<file path="config.mk">
export PLATFORM = sky130hd
export DESIGN_NAME = vga_timing_gen
export DESIGN_NICKNAME = d
export VERILOG_FILES = /design/src/rtl/vga_timing_gen.sv
export SDC_FILE = /design/constraint.sdc
export NUM_CORES = 1
export LEC_CHECK = 0
export ABC_AREA = 1
export BUFFER_PORTS_ARGS = -buffer_cell sky130_fd_sc_hd__buf_2
export CAP_MARGIN = 30
export CORE_UTILIZATION = 50
export CTS_CLUSTER_DIAMETER = 30
export CTS_CLUSTER_SIZE = 16
export DETAILED_ROUTE_END_ITERATION = 8
export PLACE_DENSITY = 0.73
export SLEW_MARGIN = 20
export SYNTH_ARGS = -nofsm -noshare
export SYNTH_HDL_FRONTEND = slang
export SYNTH_SLANG_ARGS = --single-unit
</file>
<file path="constraint.sdc">
create_clock -name clk -period 4.1 [get_ports clk]
set_input_delay 0.41 -clock clk [delete_from_list [all_inputs] [get_ports clk]]
set_output_delay 0.41 -clock clk [all_outputs]
set_load 0.01 [all_outputs]
</file>
<file path="src/rtl/vga_timing_gen.sv">
// vga_timing_gen
// Parametrised VGA raster timing generator with a built-in test-pattern
// colour source.
//
// Ports:
//   clk, rst     system clock; asynchronous active-high reset
//   mode         pattern select (0 solid, 1 checker, 2 bars, 3 scrolling bars),
//                latched only at the start of each frame
//   color_in     solid colour {R[2:0],G[2:0],B[1:0]} for mode 0
//   hsync, vsync sync pulses, active level set by HS_POL / VS_POL
//   de           high while the pixel is inside the visible area
//   x, y         current horizontal / vertical count
//   frame_start  one-clk pulse on the first clk showing (0,0)
//   vga_red/green/blue  3/3/2-bit colour, zero outside the visible area
//   frame_cnt    frames since reset, wraps at 256
//
// All outputs are registered from the current divider/counter state, so
// they lag the internal counters by one clk.
module vga_timing_gen #(
  parameter int CLK_DIV = 4,
  parameter int H_VIS   = 640,
  parameter int H_FP    = 16,
  parameter int H_SYNC  = 96,
  parameter int H_BP    = 48,
  parameter int V_VIS   = 480,
  parameter int V_FP    = 10,
  parameter int V_SYNC  = 2,
  parameter int V_BP    = 33,
  parameter int HS_POL  = 0,
  parameter int VS_POL  = 0,
  parameter int CNT_W   = 11,
  parameter int CHK_SH  = 6
) (
  input  logic             clk,
  input  logic             rst,
  input  logic [1:0]       mode,
  input  logic [7:0]       color_in,
  output logic             hsync,
  output logic             vsync,
  output logic             de,
  output logic [CNT_W-1:0] x,
  output logic [CNT_W-1:0] y,
  output logic             frame_start,
  output logic [2:0]       vga_red,
  output logic [2:0]       vga_green,
  output logic [1:0]       vga_blue,
  output logic [7:0]       frame_cnt
);

  localparam int H_TOT = H_VIS + H_FP + H_SYNC + H_BP;
  localparam int V_TOT = V_VIS + V_FP + V_SYNC + V_BP;
  localparam int H_SS  = H_VIS + H_FP;
  localparam int H_SE  = H_SS + H_SYNC;
  localparam int V_SS  = V_VIS + V_FP;
  localparam int V_SE  = V_SS + V_SYNC;
  localparam int DIV_W = (CLK_DIV > 1) ? $clog2(CLK_DIV) : 1;
  localparam logic HS_L = (HS_POL != 0);
  localparam logic VS_L = (VS_POL != 0);

  // Expand a 3-bit bar index into an 8-bit colour, one bit per channel.
  function automatic logic [7:0] bars(input logic [2:0] b);
    return {{3{b[2]}}, {3{b[1]}}, {2{b[0]}}};
  endfunction

  logic [DIV_W-1:0] div_q, div_d;
  logic [CNT_W-1:0] h_q, h_d, v_q, v_d;
  logic [1:0]       mode_q, mode_d;
  logic [7:0]       frame_cnt_q, frame_cnt_d;
  logic             first_q, first_d;

  logic             hsync_q, hsync_d, vsync_q, vsync_d, de_q, de_d;
  logic [CNT_W-1:0] x_q, x_d, y_q, y_d;
  logic             frame_start_q, frame_start_d;
  logic [7:0]       rgb_q, rgb_d;

  logic             pix_en, start, hs_act, vs_act;
  logic [7:0]       pix;

  // Counter state and frame bookkeeping.
  always_comb begin
    pix_en = (div_q == DIV_W'(CLK_DIV - 1));
    div_d  = pix_en ? '0 : div_q + DIV_W'(1);
    h_d    = h_q;
    v_d    = v_q;
    if (pix_en) begin
      if (h_q == CNT_W'(H_TOT - 1)) begin
        h_d = '0;
        v_d = (v_q == CNT_W'(V_TOT - 1)) ? '0 : v_q + CNT_W'(1);
      end else begin
        h_d = h_q + CNT_W'(1);
      end
    end

    // The frame-start clk latches the mode and counts the frame; the very
    // first frame after reset is frame 0, so it only clears first_q.
    start       = (h_q == '0) && (v_q == '0) && (div_q == '0);
    mode_d      = start ? mode : mode_q;
    first_d     = start ? 1'b0 : first_q;
    frame_cnt_d = (start && !first_q) ? frame_cnt_q + 8'd1 : frame_cnt_q;
  end

  // Registered outputs computed from the current state.
  always_comb begin
    hs_act        = (h_q >= CNT_W'(H_SS)) && (h_q < CNT_W'(H_SE));
    vs_act        = (v_q >= CNT_W'(V_SS)) && (v_q < CNT_W'(V_SE));
    hsync_d       = hs_act ? HS_L : ~HS_L;
    vsync_d       = vs_act ? VS_L : ~VS_L;
    de_d          = (h_q < CNT_W'(H_VIS)) && (v_q < CNT_W'(V_VIS));
    x_d           = h_q;
    y_d           = v_q;
    frame_start_d = start;

    // mode_d rather than mode_q so the first pixel of a frame already uses
    // the newly latched mode; frame_cnt_d keeps the scroll offset in step
    // with the frame_cnt output of the same clk.
    case (mode_d)
      2'd0:    pix = color_in;
      2'd1:    pix = (h_q[CHK_SH] ^ v_q[CHK_SH]) ? 8'hFF : 8'h00;
      2'd2:    pix = bars(h_q[9:7]);
      default: pix = bars(3'((h_q + CNT_W'({frame_cnt_d, 1'b0})) >> 7));
    endcase
    rgb_d = de_d ? pix : 8'h00;
  end

  always_ff @(posedge clk or posedge rst) begin
    if (rst) begin
      div_q         <= '0;
      h_q           <= '0;
      v_q           <= '0;
      mode_q        <= 2'd0;
      frame_cnt_q   <= 8'd0;
      first_q       <= 1'b1;
      hsync_q       <= ~HS_L;
      vsync_q       <= ~VS_L;
      de_q          <= 1'b0;
      x_q           <= '0;
      y_q           <= '0;
      frame_start_q <= 1'b0;
      rgb_q         <= 8'h00;
    end else begin
      div_q         <= div_d;
      h_q           <= h_d;
      v_q           <= v_d;
      mode_q        <= mode_d;
      frame_cnt_q   <= frame_cnt_d;
      first_q       <= first_d;
      hsync_q       <= hsync_d;
      vsync_q       <= vsync_d;
      de_q          <= de_d;
      x_q           <= x_d;
      y_q           <= y_d;
      frame_start_q <= frame_start_d;
      rgb_q         <= rgb_d;
    end
  end

  assign hsync       = hsync_q;
  assign vsync       = vsync_q;
  assign de          = de_q;
  assign x           = x_q;
  assign y           = y_q;
  assign frame_start = frame_start_q;
  assign vga_red     = rgb_q[7:5];
  assign vga_green   = rgb_q[4:2];
  assign vga_blue    = rgb_q[1:0];
  assign frame_cnt   = frame_cnt_q;

endmodule

</file>
==> results.py <==
metrics = {
    "global_route": {
        "grt_pass1_wl_um": 12050,
        "grt_overflow": 0,
        "grt_pass1_vias": 2577,
        "grt_max_degree": 48,
        "antenna_found_initial": 0,
        "grt_usage_pct": 22.38,
    },
    "clock_network": {
        "cts_hold_buf": 0,
        "cts_buffers": 9,
        "root_buffer": "clkbuf_8",
        "clkSinkCount": 69,
        "ctsResizeCount": 0,
        "cts_tree": "done",
        "post_cts_buffers": 0,
        "clkLatencyLatePin_ns": 0.35,
        "cts.htree.levels": 3,
        "clockBufferDepth": 2,
        "clk_pin_slew_ns": 0.08,
    },
    "sta": {
        "period_minus_slack_ns": 3.178,
        "fin_crit_sh_pct": 77.50,
        "rsz0062_at_grt": "no",
        "timing.fmax_ghz": 0.3147,
        "slew_headroom_pct": 42.55,
        "finalClockSkew_ns": 0.009831,
        "finalHoldViolations": 0,
        "final_max_slew_viol_count": 0,
        "fin_hold_ws_ns": 0.003687,
        "worstMarginPinSlew_ns": 0.8546,
        "setup_viol": 0,
        "finalSetupTns_ns": 0,
    },
    "outcome": {
        "status": "complete, no violations",
    },
    "floorplan": {
        "die_h_um": 83.36,
        "fp.coreArea_mm2": 0.006386,
        "die-area_mm2": 0.006948,
        "io_pins": 54,
        "start_util_pct": 51.82,
        "num_rows": 29,
        "die_x_um": 83.36,
    },
    "detailed_routing": {
        "wl_per_cell_um": 13.91,
        "drc": 0,
        "vias": 2608,
        "drtAntennaViolNets": 0,
        "drtPass1Iterations": 4,
        "wl_um": 7026,
        "drt_iter0_drc": 174,
        "vias_per_cell": 5.164,
    },
    "setup_path": {
        "rr_startpoint": "v_q[0]",
        "worstReg2RegEnd": "rgb_q[7]",
        "cpMaxStageDelayCell": "dfrtp_1",
        "criticalPathCategory": "reg -> reg",
        "crit_fanout": 6,
        "critPathLaunchType": "flip-flop",
        "arrival_ns": 3.42,
        "end_kind": "flip-flop",
        "cpPeakStageDelay_ns": 0.40,
        "worst-r2r-cell-count": 19,
        "crit_path_cell_trace": "inv_1 -> ha_1 -> nand2_1 -> inv_1 -> nand2_1 -> nor2_1 -> nand3_2 -> inv_2 -> nand4_1 -> nor2_1 -> xnor2_1 -> inv_1 -> ha_1 -> a21oi_1 -> o21bai_1 -> a21oi_1 -> a21oi_1 -> nor2_2 -> nor2_1",
        "crit_required_ns": 4.34,
        "rrSetupSlack_ns": 0.92,
    },
    "placed_design": {
        "hpwl_um": 5050,
        "portBuffers": 53,
        "dp_cells": 488,
        "dpl_cell_area_mm2": 0.003667,
        "routabilityCongestion": 0.8982,
    },
    "yosys": {
        "netlist_area_mm2": 0.003309,
        "yosysWarnings": 0,
        "ys_types": 39,
        "yosysSeqAreaShare_pct": 52.29,
        "syn_inst": 358,
        "synth_area_per_cell_um2": 9.244,
        "async_flop_share_pct": 100.0,
        "ys_seq_elements": 69,
        "ys.flop_type": "dfrtp_1",
        "syn_nets": 385,
        "synth_edf_count": 0,
    },
    "pwr": {
        "finalPower_mw": 1.316,
        "ir_drop_uv": 263.1,
        "p_leak_nw": 2.093,
        "p_per_area_mw_per_mm2": 337.7,
    },
    "cells_and_area": {
        "area_growth_pct": 17.77,
        "final_common_cell": "nand2_1",
        "final_cells": 505,
        "fin_area_mm2": 0.003897,
        "nNetsFinal": 450,
        "n_antenna_cell": 0,
        "layout_common_cells": "74 x nand2_1, 66 x dfrtp_1, 53 x buf_2",
        "drive_above_1_share_pct": 27.34,
    },
    "job": {
        "maxCapViolCount": 0,
    },
    "hold_path": {
        "hp-class": "in -> async",
    },
}
-- final cells by class --
cell class              instances  area, µm²
fillers                       553       2489
inverters                      59      225.2
clock buffers                  11      151.4
flip-flops and latches         69       1730
well taps                      77      96.34
multi-input cells             229       1343
clock inverters                 5      58.81
repair buffers                 55      292.8
-- logic make-up after synthesis --
logic type,synth area share [%]
AOI/OAI and AO/OA,6.087
buffers and inverters,7.146
DFF,52.29
adders and majority gates,5.671
and+or+nand+nor,25.10
xor gates and xnor gates,3.705
-- per-layer routing --
metal,track usage [%],vias up,part of all wire [%]
met5,0,-,0
met4,12.23,0,1.9
met3,4.473,13,4.7
met2,33.90,86,47
met1,30.24,1233,46
li1,-,1276,-
-- metrics by stage --
| step | utilization [%] | worst slack [ns] |
|---|---|---|
| CTS | 60.72 | 0.9523 |
| finish | 61.03 | 0.9224 |
| detailed placement | 57.43 | 0.9565 |
| global route | 61.03 | 0.6341 |
| floorplan | - | 1.371 |
| global placement | 57.43 | 1.116 |
-- synthesized netlist by cell type, drive strengths merged, types with 2 or more instances --
| master | count | area (µm²) |
|---|---|---|
| nor3 | 13 | 75.07 |
| nand4 | 6 | 37.54 |
| inv | 58 | 220.2 |
| nand3 | 24 | 142.6 |
| dfstp | 3 | 78.83 |
| nor2 | 38 | 175.2 |
| nor4 | 4 | 50.05 |
| nand2 | 82 | 342.8 |
| xnor2 | 3 | 26.28 |
| a21oi | 15 | 78.83 |
| o22ai | 2 | 12.51 |
| dfrtp | 66 | 1652 |
| ha | 15 | 187.7 |
| xor2 | 11 | 96.34 |
| o21ai | 5 | 25.02 |
-- state kept, by name (all words and copies together), names as in the netlist --
| signal | cells |
|---|---|
| hsync | 1 |
| mode_q | 2 |
| first_q | 1 |
| frame_start | 1 |
| h_q | 11 |
| vsync | 1 |
| rgb_q | 8 |
| frame_cnt | 8 |
| y | 11 |
| x | 11 |
| div_q | 2 |
| de | 1 |
| v_q | 11 |
-- critical path, delay by kind of cell (launching register included) --
family                   cells  cell delay (ns)
buffers and inverters        4             0.42
XOR/XNOR                     1             0.14
AND/OR/NAND/NOR              8             1.02
AO/OA/AOI/OAI                4             0.64
adder cells (fa/ha/maj)      2             0.46
flip-flops                   1             0.40
-- power by group --
| part | switching, mW | leakage, nW | total (mW) | internal (mW) |
|---|---|---|---|---|
| registers | 0.00193 | 0.905 | 0.689 | 0.687 |
| logic | 0.0354 | 1.09 | 0.0534 | 0.0181 |
| clock network | 0.260 | 0.102 | 0.574 | 0.314 |
| total | 0.297 | 2.09 | 1.32 | 1.02 |
-- worst max path at each step --
stage	slack (ns)	depth (start not counted)	to	start
after floorplan	1.37	19	rgb_q[2]	v_q[0]
after global placement	1.12	19	rgb_q[6]	v_q[0]
after detailed placement	0.96	19	rgb_q[7]	v_q[0]
after CTS	0.95	19	rgb_q[7]	v_q[0]
after global routing	0.63	19	rgb_q[5]	v_q[0]
final	0.92	19	rgb_q[7]	v_q[0]
Note: power is estimated with default switching activity, not from simulation.
